## src/rtl/wrapper_shared_pkg.sv

```systemverilog
// -----------------------------------------------------------------------------
// wrapper_shared_pkg
// Shared definitions for the SPI master driver and the SPI slave/RAM wrapper:
// master FSM state enum, 2-bit command opcodes, frame length and the common
// payload width ADDR_SIZE.
// -----------------------------------------------------------------------------
package wrapper_shared_pkg;

  // Payload width shared by address and data bytes.
  localparam int ADDR_SIZE = 8;

  // One frame on MOSI carries {op, payload}.
  localparam int FRAME_LEN = 2 + ADDR_SIZE;

  // Width of the shared bit / wait / gap down-counter.
  localparam int CNT_W = 8;

  localparam logic [1:0] OP_WR_ADDR = 2'b00;
  localparam logic [1:0] OP_WR_DATA = 2'b01;
  localparam logic [1:0] OP_RD_ADDR = 2'b10;
  localparam logic [1:0] OP_RD_DATA = 2'b11;

  typedef enum logic [2:0] {
    M_IDLE  = 3'd0,
    M_CMD   = 3'd1,
    M_SHIFT = 3'd2,
    M_WAIT  = 3'd3,
    M_RECV  = 3'd4,
    M_GAP   = 3'd5
  } MSTATE_e;

  // Only a read-data command is followed by a reply phase on MISO.
  function automatic logic is_rd_data(input logic [1:0] op);
    logic res;
    case (op)
      OP_WR_ADDR, OP_WR_DATA, OP_RD_ADDR: res = 1'b0;
      OP_RD_DATA:                         res = 1'b1;
      default:                            res = 1'b0;
    endcase
    return res;
  endfunction

endpackage

```

## src/rtl/spi_master_shreg.sv

```systemverilog
// -----------------------------------------------------------------------------
// spi_master_shreg
// Datapath of the SPI master: parallel-load / serial-out MOSI register,
// serial-in / parallel-out MISO register and the shared down-counter.
// Ports:
//   clk, rst        system clock, synchronous active-high reset
//   load, load_word load the outgoing {op, payload} word
//   shift           advance the MOSI register by one bit (MSB first)
//   tx_bit          current MSB of the MOSI register
//   cnt_load/val    load the down-counter
//   cnt_dec         decrement the down-counter
//   cnt_zero        counter has reached zero
//   rx_en, miso     capture MISO at the bit position given by the counter
//   rx_word         received byte; bit 0 is the live MISO value so the final
//                   bit can be registered by the caller in the same cycle
// -----------------------------------------------------------------------------
module spi_master_shreg
  import wrapper_shared_pkg::*;
#(
  parameter int DATA_W  = ADDR_SIZE,
  parameter int FRAME_W = 2 + DATA_W
) (
  input  logic               clk,
  input  logic               rst,
  input  logic               load,
  input  logic [FRAME_W-1:0] load_word,
  input  logic               shift,
  output logic               tx_bit,
  input  logic               cnt_load,
  input  logic [CNT_W-1:0]   cnt_val,
  input  logic               cnt_dec,
  output logic               cnt_zero,
  input  logic               rx_en,
  input  logic               miso,
  output logic [DATA_W-1:0]  rx_word
);

  logic [FRAME_W-1:0] tx;
  logic [CNT_W-1:0]   cnt;
  // Holds the first DATA_W-1 received bits; the last bit comes straight from miso.
  logic [DATA_W-2:0]  rx;

  // MOSI shift register: load on handshake, shift left one bit per cycle.
  always_ff @(posedge clk) begin
    if (rst) begin
      tx <= '0;
    end else if (load) begin
      tx <= load_word;
    end else if (shift) begin
      tx <= {tx[FRAME_W-2:0], 1'b0};
    end else begin
      tx <= tx;
    end
  end

  // Shared down-counter for shift, wait, receive and gap phases.
  always_ff @(posedge clk) begin
    if (rst) begin
      cnt <= '0;
    end else if (cnt_load) begin
      cnt <= cnt_val;
    end else if (cnt_dec) begin
      cnt <= cnt - CNT_W'(1);
    end else begin
      cnt <= cnt;
    end
  end

  // MISO capture: counter value k (k >= 1) stores into bit k-1, MSB first.
  always_ff @(posedge clk) begin
    if (rst) begin
      rx <= '0;
    end else if (rx_en) begin
      for (int i = 0; i < DATA_W - 1; i++) begin
        if (cnt == CNT_W'(i + 1)) begin
          rx[i] <= miso;
        end
      end
    end else begin
      rx <= rx;
    end
  end

  assign tx_bit   = tx[FRAME_W-1];
  assign cnt_zero = (cnt == '0);
  assign rx_word  = {rx, miso};

endmodule

```

## src/rtl/spi_master_drv.sv

```systemverilog
// -----------------------------------------------------------------------------
// spi_master_drv
// SPI initiator driving the slave/RAM wrapper from a parallel command port.
// A command {cmd_op, cmd_data} is framed MSB-first on MOSI under SS_n, preceded
// by one select bit (cmd_op[1]). Read-data commands then wait RD_WAIT cycles
// and capture DATA_W bits from MISO, returned on rd_data with an rd_valid pulse.
// SS_n is held high IDLE_GAP cycles after every frame.
//
// Ports:
//   clk, rst          system clock, synchronous active-high reset
//   cmd_valid/ready   command handshake (ready = engine idle)
//   cmd_op, cmd_data  opcode and payload, sampled on handshake only
//   rd_data, rd_valid last captured read byte and its one-cycle strobe
//   busy              frame in progress
//   seq_err           one-cycle pulse on a sequence violation
//   SS_n, MOSI, MISO  SPI pins (one bit per clk)
//
// Optional feature: define SPI_MASTER_SEQ_CHK_EN to drop data commands that
// are not preceded by an address command of the same direction (seq_err
// pulses, no frame is sent). Without it every command is framed and seq_err
// stays 0.
// -----------------------------------------------------------------------------
module spi_master_drv
  import wrapper_shared_pkg::*;
#(
  parameter int DATA_W   = ADDR_SIZE,
  parameter int RD_WAIT  = 1,
  parameter int IDLE_GAP = 1
) (
  input  logic              clk,
  input  logic              rst,
  input  logic              cmd_valid,
  output logic              cmd_ready,
  input  logic [1:0]        cmd_op,
  input  logic [DATA_W-1:0] cmd_data,
  output logic [DATA_W-1:0] rd_data,
  output logic              rd_valid,
  output logic              busy,
  output logic              seq_err,
  output logic              SS_n,
  output logic              MOSI,
  input  logic              MISO
);

  localparam int FRAME_W = FRAME_LEN - ADDR_SIZE + DATA_W;

  // Counter reload values: a phase of N cycles runs the counter N-1 .. 0.
  localparam logic [CNT_W-1:0] SHIFT_LOAD = CNT_W'(FRAME_W - 1);
  localparam logic [CNT_W-1:0] WAIT_LOAD  = CNT_W'((RD_WAIT > 0) ? RD_WAIT - 1 : 0);
  localparam logic [CNT_W-1:0] RECV_LOAD  = CNT_W'(DATA_W - 1);
  localparam logic [CNT_W-1:0] GAP_LOAD   = CNT_W'((IDLE_GAP > 1) ? IDLE_GAP - 1 : 0);

  MSTATE_e state, state_nx;

  logic              handshake;
  logic              seq_bad;
  logic              rd_frame, rd_frame_nx;
  logic              ss_n_nx, mosi_nx, ready_nx, rd_valid_nx, seq_err_nx;
  logic [DATA_W-1:0] rd_data_nx;

  logic              sr_load, sr_shift, sr_cnt_load, sr_cnt_dec, sr_rx_en;
  logic [CNT_W-1:0]  sr_cnt_val;
  logic              tx_bit, cnt_zero;
  logic [DATA_W-1:0] rx_word;

  assign handshake = cmd_valid && cmd_ready;

`ifdef SPI_MASTER_SEQ_CHK_EN
  logic wr_addr_ok, rd_addr_ok;

  assign seq_bad = ((cmd_op == OP_WR_DATA) && !wr_addr_ok) ||
                   ((cmd_op == OP_RD_DATA) && !rd_addr_ok);

  // Per-direction "address loaded" flags, updated on every accepted command.
  always_ff @(posedge clk) begin
    if (rst) begin
      wr_addr_ok <= 1'b0;
      rd_addr_ok <= 1'b0;
    end else if (handshake) begin
      case (cmd_op)
        OP_WR_ADDR: wr_addr_ok <= 1'b1;
        OP_WR_DATA: wr_addr_ok <= 1'b0;
        OP_RD_ADDR: rd_addr_ok <= 1'b1;
        OP_RD_DATA: rd_addr_ok <= 1'b0;
        default: begin
          wr_addr_ok <= wr_addr_ok;
          rd_addr_ok <= rd_addr_ok;
        end
      endcase
    end else begin
      wr_addr_ok <= wr_addr_ok;
      rd_addr_ok <= rd_addr_ok;
    end
  end
`else
  assign seq_bad = 1'b0;
`endif

  spi_master_shreg #(
    .DATA_W  (DATA_W),
    .FRAME_W (FRAME_W)
  ) u_shreg (
    .clk       (clk),
    .rst       (rst),
    .load      (sr_load),
    .load_word ({cmd_op, cmd_data}),
    .shift     (sr_shift),
    .tx_bit    (tx_bit),
    .cnt_load  (sr_cnt_load),
    .cnt_val   (sr_cnt_val),
    .cnt_dec   (sr_cnt_dec),
    .cnt_zero  (cnt_zero),
    .rx_en     (sr_rx_en),
    .miso      (MISO),
    .rx_word   (rx_word)
  );

  // Next state plus next values of every registered output.
  always_comb begin
    state_nx    = state;
    rd_frame_nx = rd_frame;
    ss_n_nx     = 1'b1;
    mosi_nx     = 1'b0;
    ready_nx    = 1'b0;
    rd_valid_nx = 1'b0;
    rd_data_nx  = rd_data;
    seq_err_nx  = 1'b0;
    sr_load     = 1'b0;
    sr_shift    = 1'b0;
    sr_cnt_load = 1'b0;
    sr_cnt_val  = '0;
    sr_cnt_dec  = 1'b0;
    sr_rx_en    = 1'b0;
    case (state)
      M_IDLE: begin
        if (handshake) begin
          if (seq_bad) begin
            // Command consumed without a frame; stay ready.
            seq_err_nx = 1'b1;
            ready_nx   = 1'b1;
          end else begin
            state_nx    = M_CMD;
            ss_n_nx     = 1'b0;
            mosi_nx     = cmd_op[1];
            sr_load     = 1'b1;
            rd_frame_nx = is_rd_data(cmd_op);
          end
        end else begin
          ready_nx = 1'b1;
        end
      end
      M_CMD: begin
        state_nx    = M_SHIFT;
        ss_n_nx     = 1'b0;
        mosi_nx     = tx_bit;
        sr_shift    = 1'b1;
        sr_cnt_load = 1'b1;
        sr_cnt_val  = SHIFT_LOAD;
      end
      M_SHIFT: begin
        if (cnt_zero) begin
          sr_cnt_load = 1'b1;
          if (rd_frame) begin
            ss_n_nx = 1'b0;
            if (RD_WAIT == 0) begin
              state_nx   = M_RECV;
              sr_cnt_val = RECV_LOAD;
            end else begin
              state_nx   = M_WAIT;
              sr_cnt_val = WAIT_LOAD;
            end
          end else begin
            state_nx   = M_GAP;
            sr_cnt_val = GAP_LOAD;
          end
        end else begin
          ss_n_nx    = 1'b0;
          mosi_nx    = tx_bit;
          sr_shift   = 1'b1;
          sr_cnt_dec = 1'b1;
        end
      end
      M_WAIT: begin
        ss_n_nx = 1'b0;
        if (cnt_zero) begin
          state_nx    = M_RECV;
          sr_cnt_load = 1'b1;
          sr_cnt_val  = RECV_LOAD;
        end else begin
          sr_cnt_dec = 1'b1;
        end
      end
      M_RECV: begin
        sr_rx_en = 1'b1;
        if (cnt_zero) begin
          // Last MISO bit goes straight into rd_data; SS_n rises with rd_valid.
          state_nx    = M_GAP;
          rd_data_nx  = rx_word;
          rd_valid_nx = 1'b1;
          sr_cnt_load = 1'b1;
          sr_cnt_val  = GAP_LOAD;
        end else begin
          ss_n_nx    = 1'b0;
          sr_cnt_dec = 1'b1;
        end
      end
      M_GAP: begin
        if (cnt_zero) begin
          state_nx = M_IDLE;
          ready_nx = 1'b1;
        end else begin
          sr_cnt_dec = 1'b1;
        end
      end
      default: begin
        state_nx = M_IDLE;
      end
    endcase
  end

  // State and output registers.
  always_ff @(posedge clk) begin
    if (rst) begin
      state     <= M_IDLE;
      rd_frame  <= 1'b0;
      SS_n      <= 1'b1;
      MOSI      <= 1'b0;
      cmd_ready <= 1'b0;
      busy      <= 1'b0;
      rd_valid  <= 1'b0;
      rd_data   <= '0;
      seq_err   <= 1'b0;
    end else begin
      state     <= state_nx;
      rd_frame  <= rd_frame_nx;
      SS_n      <= ss_n_nx;
      MOSI      <= mosi_nx;
      cmd_ready <= ready_nx;
      busy      <= (state_nx != M_IDLE);
      rd_valid  <= rd_valid_nx;
      rd_data   <= rd_data_nx;
      seq_err   <= seq_err_nx;
    end
  end

endmodule

```

## config.mk

```make
export PLATFORM = sky130hd
export DESIGN_NAME = spi_master_drv
export DESIGN_NICKNAME = d
export VERILOG_FILES = /design/src/rtl/wrapper_shared_pkg.sv /design/src/rtl/spi_master_shreg.sv /design/src/rtl/spi_master_drv.sv
export SDC_FILE = /design/constraint.sdc
export NUM_CORES = 1
export LEC_CHECK = 0
export ABC_AREA = 1
export BUFFER_PORTS_ARGS = -buffer_cell sky130_fd_sc_hd__buf_2
export CORE_ASPECT_RATIO = 2
export CORE_UTILIZATION = 30
export DETAILED_ROUTE_END_ITERATION = 12
export GPL_ROUTABILITY_DRIVEN = 0
export PLACE_DENSITY_LB_ADDON = 0.12
export SYNTH_ARGS = -nofsm -noshare
export SYNTH_HDL_FRONTEND = slang
export SYNTH_HIERARCHICAL = 1
export SYNTH_SLANG_ARGS = --single-unit
```

## constraint.sdc

```tcl
create_clock -name clk -period 5.3 [get_ports clk]
set_input_delay 0.53 -clock clk [delete_from_list [all_inputs] [get_ports clk]]
set_output_delay 0.53 -clock clk [all_outputs]
set_load 0.01 [all_outputs]
```

* Word level (Yosys, flattened, before mapping)
Index checks and enable logic that the tools add are counted.
** Storage, ports and cells
- Memories kept :: 0
- Input port bits :: 14
- Memory bits (writable) :: 0
- Latch bits :: 0
- ROM bits :: 0
- Register bits :: 42
** Cells by class
- Eq/ne operators :: 15
- $add $sub $neg :: 1
- Muxes and demuxes :: 30
- Multiply operators :: 0
- Magnitude comparators :: 0
- Reduce and logical (&&, ||, !) cells :: 21
- Shift operators :: 0
- Divide/modulo/power cells :: 0
- Bitwise operators :: 1
** Operators with widths (count)
- equality test 8 x 3 -> 1 bit (second input constant) :: 4
- two-way mux 3 bit :: 7
- two-way mux 10 bit :: 2
- case mux 3 bit (6 select lines) :: 1
- AND reduction 2 bit :: 9
- equality test 8 x 2 -> 1 bit (second input constant) :: 2
- two-way mux 8 bit :: 2
- two-way mux 1 bit :: 11
- equality test 8 x 1 -> 1 bit (second input constant) :: 1
- zero test 8 bit :: 1
- case mux 1 bit (2 select lines) :: 4
- case mux 4 bit (2 select lines) :: 1
- subtractor 8 x 1 -> 8 bit (second input constant) :: 1
- equality test 3 x 2 -> 1 bit (second input constant) :: 2
- equality test 3 bit (second input constant) :: 2
- OR reduction 3 bit :: 2
- equality test 2 bit (second input constant) :: 2
- case mux 1 bit (4 select lines) :: 1
- nonzero test 2 bit :: 2
- OR reduction 2 bit :: 2
- OR reduction 4 bit :: 1
- equality test 3 x 1 -> 1 bit (second input constant) :: 1
- zero test 3 bit :: 1
- case mux 1 bit (3 select lines) :: 1
- other kinds (5) :: 5

* Logic depth before layout (Yosys ltp)
- Depth after elaboration :: 5
- Gate-level depth with buffers :: 16

* Modules after synthesis
Netlist, hierarchy kept.
** By module, submodules not included
- spi_master_shreg :: seq. area each 500.5 um^2, area each 1375.1 um^2, instances 1, cells an instance 208
- spi_master_drv :: seq. area each 340.3 um^2, area each 794.5 um^2, instances 1, cells an instance 116

* Worst setup path after synthesis
Ideal clock, no wire load.
- Path kind :: reg2reg
- Start :: register u_shreg.cnt[0]
- End :: register u_shreg.cnt[3]
- Stages on the path, launching flop included :: 16
- Library setup time :: 70 ps
- Data arrival time :: 1745 ps
- Slack :: 3485 ps
- Path through :: dfxtp_1 inv_1 ha_1 inv_1 nor2_1 buf_2 inv_1 nor2_1 nand2_1 nand2_1 buf_4 nor2_4 inv_2 a21oi_1 o21ai_1 a21oi_1
** On the way
- Word-level cells in the longest chain between the ends :: 4
- Elaborated cells between the ends (all ways) :: 9
- Classes of those cells :: add/sub: 1; mux: 6; reduce/logical: 2
** RTL lines
- start: declaration :: RTL line spi_master_shreg.sv:39 : logic [CNT_W-1:0] cnt;
- start signal: assignment :: RTL line spi_master_shreg.sv:61 : cnt <= cnt_val;
- start signal: assignment :: RTL line spi_master_shreg.sv:63 : cnt <= cnt - CNT_W'(1);
- start signal: assignment :: RTL line spi_master_shreg.sv:65 : cnt <= cnt;
- zero test 8 bit (*) :: RTL line spi_master_shreg.sv:85 : assign cnt_zero = (cnt == '0);
- via cnt_zero :: RTL line spi_master_drv.sv:63 : logic tx_bit, cnt_zero;
- two-way mux 1 bit (*) :: RTL line spi_master_drv.sv:161, spi_master_drv.sv:185, spi_master_drv.sv:195
- case mux 1 bit (2 select lines) (*) :: RTL line spi_master_drv.sv:134 : case (state)
- via sr_cnt_load :: RTL line spi_master_drv.sv:61 : logic sr_load, sr_shift, sr_cnt_load, sr_cnt_dec, sr_rx_en;
- two-way mux 8 bit or nonzero test 2 bit (tied branches)
Mark *: on every way through the listed nets, which the timed path passes. The rest lies on a longest branch. The select of a mux whose other input is x is not followed.
A chain may end at the register's enable or synchronous reset.

* Worst setup path after layout
- Start :: register u_shreg.cnt[3]
- End :: register u_shreg.cnt[6]
Same word-level chain as after synthesis.

==> run metrics <==
Pins Over Slew Limit 0; fin util 0.362; Sink Count 42; fin crit share 0.473; top post-synthesis cells by area dfxtp_1 (39%), nand2_1 (19%), inv_1 (6.7%); layout cells sized above 1 0.174; Global Route Usage Sum 0.141; skew final 0.00465 ns; Total Neg Setup Slack 0 ns; ant diodes 0; async set-reset flop share out of synthesis 0; status completed; Core Area 6940 µm²; RSZ-0062 raised after global routing no; TritonRoute pass-1 iters 5; largest area contributor in the netlist dfxtp_1; Root Buffer clkbuf_16; Core Rows 43; clk slew on worst S/H paths 0.06 ns; #FFs+latches synth 42; max-cap viol count 0; initial antenna violation count 0; CTS buffer count 5; top-count cell post-synth nand2_1; via/cell ratio 4.42; # nets final 371; f_max 399 MHz; Synth warnings 6; Worst VDD drop 0.180 mV; number of H-tree levels 2; Post-Synthesis Cells 324; routed wire length 4.90 mm; first-pass GRT wire length 8.14 mm; DRT iter0 DRCs 78; final critical-path required period 2.51 ns; die outline area 7600 µm²; hold wc startpoint rd_data[7]; Hold Buf Count CTS 0; dpl hpwl 3.81 mm; Cell variety after synth 30; post-route ant nets 0; Filler Cells Inserted 767; Post-Syn Area 2170 µm²; area of the multi-input gates 1090 µm²; Post-CTS Repair Setup Buffers 0; IO buf count 26; worst path required time 5.48 ns; synth cell count leaders nand2_1 (111), dfxtp_1 (42), inv_1 (39), nor2_1 (33), nand3_1 (17); PwrDens 525 nW/µm²; reg-to-reg startpoint u_shreg/cnt[3]; DIE WIDTH 62.1 µm; Main synth FF type dfxtp_1; WS Path Type flop to flop; clock buffer depth 2; Top Ports 28; worst-path fanout max 10; grt total ovfl 0; element type at the critical path end flop; Critical Path AT 2.69 ns; largest net degree at the start of global routing 20; top cell type's share of synthesized area 0.388; register area share after synthesis 0.388; Rel. slew slack 0.569; overall die height 122 µm; Worst-Skew Late Latency 0.28 ns; Startpoint Class flop; Pleak 1.27 nW; crit path launch u_shreg/cnt[3]; syn avg cell area 6.70 µm²; Least-Margin Pin Slew 0.645 ns; vias in the first global route 1837; vias 1950; DRC Markers 0; post_cts resized 0; Setup Viol. Count Final 0; final hold vios 0; drt wl/cell 11.1 µm; Post-synth EDFFs 0; Initial Util 0.313; worst hold path type flop to flop; Syn-to-layout area delta 15.7%; CTS tree yes; FF/Latch Area 841 µm²
-- layout by cell type (no fill, tap or decap), types with 3 or more instances in the layout --
| master | instances |
|---|---|
| nand3_1 | 17 |
| ha_1 | 5 |
| clkbuf_16 | 5 |
| a22oi_1 | 3 |
| a21oi_1 | 12 |
| nor2_1 | 33 |
| buf_2 | 26 |
| nand2_1 | 111 |
| nand4_1 | 3 |
| o211ai_1 | 5 |
| o21ai_1 | 7 |
| nand2_2 | 3 |
| nor2_2 | 3 |
| dfxtp_1 | 42 |
| nor3_2 | 4 |
| inv_2 | 12 |
| inv_1 | 39 |
| conb_1 | 5 |
-- stage by stage --
step | hold WS, ns | total power [mW] | setup slack [ns] | cell area, µm² | instances
2_1_floorplan | 0.427 | 0.910 | 3.48 | 2180 | 328
3_5_place_dp | 0.427 | 1.03 | 2.79 | 2370 | 435
6_report | 0.436 | 1.32 | 2.79 | 2510 | 441
5_1_grt | 0.465 | 1.43 | 2.50 | 2510 | 441
3_3_place_gp | 0.423 | 1.03 | 2.86 | 2370 | 435
4_1_cts | 0.442 | 1.33 | 2.77 | 2510 | 441
-- final timing paths --
path | end | slack (ns) | cells past startpoint
min reg2reg | rd_data[7] | 0.44 | 2
min | rd_data[7] | 0.44 | 2
max reg2reg | u_shreg/cnt[6] | 2.79 | 13
max | u_shreg/cnt[6] | 2.79 | 13
-- cell families after synthesis --
| logic type | Yosys count | synth area share |
|---|---|---|
| simple gates | 181 | 0.371 |
| compound gates | 34 | 0.0957 |
| flops | 42 | 0.388 |
| buf+inv | 61 | 0.115 |
| other cells | 1 | 0.00173 |
| fa+ha+maj | 5 | 0.0288 |
-- sequential cells by signal (all words and copies together), names as in the netlist --
name / count
MOSI: 1
SS_n: 1
busy: 1
cmd_ready: 1
rd_data: 8
rd_frame: 1
rd_valid: 1
state: 3
u_shreg/cnt: 8
u_shreg/rx: 7
u_shreg/tx: 10
-- worst max-delay path: stages (launching register included) --
cell and delay, ns:
dfxtp_1 0.35, nor2_4 0.18, nand4_2 0.19, nor2_1 0.54
inv_1 0.19, nor2_1 0.14, nand2_1 0.05, nand2_1 0.32
inv_2 0.11, nand2_1 0.07, o21bai_1 0.10, nand3_1 0.08
nand2_1 0.06, inv_1 0.04
-- area by class of cell --
| class | count | share of cell area |
|---|---|---|
| Inverter | 52 | 0.0777 |
| Timing Repair Buffer | 26 | 0.0518 |
| Sequential cell | 42 | 0.335 |
| Multi-Input combinational cell | 225 | 0.435 |
| Clock buffer | 6 | 0.0553 |
| Tap cell | 90 | 0.0448 |
-- where the power goes --
part	switching, mW	internal (mW)	leakage (nW)	total (mW)
clock network	0.114	0.182	0.0688	0.295
logic	0.422	0.173	0.862	0.595
registers	0.0538	0.373	0.341	0.427
total	0.589	0.728	1.27	1.32
-- metal layers --
| metal | vias up | GRT usage | share of wire |
|---|---|---|---|
| met5 | - | 0 | 0 |
| met4 | 0 | 0.0916 | 0.025 |
| met3 | 9 | 0.0260 | 0.026 |
| met2 | 32 | 0.285 | 0.58 |
| met1 | 861 | 0.121 | 0.37 |
| li1 | 1048 | - | - |
No activity file was read; power rests on OpenSTA's default activity.
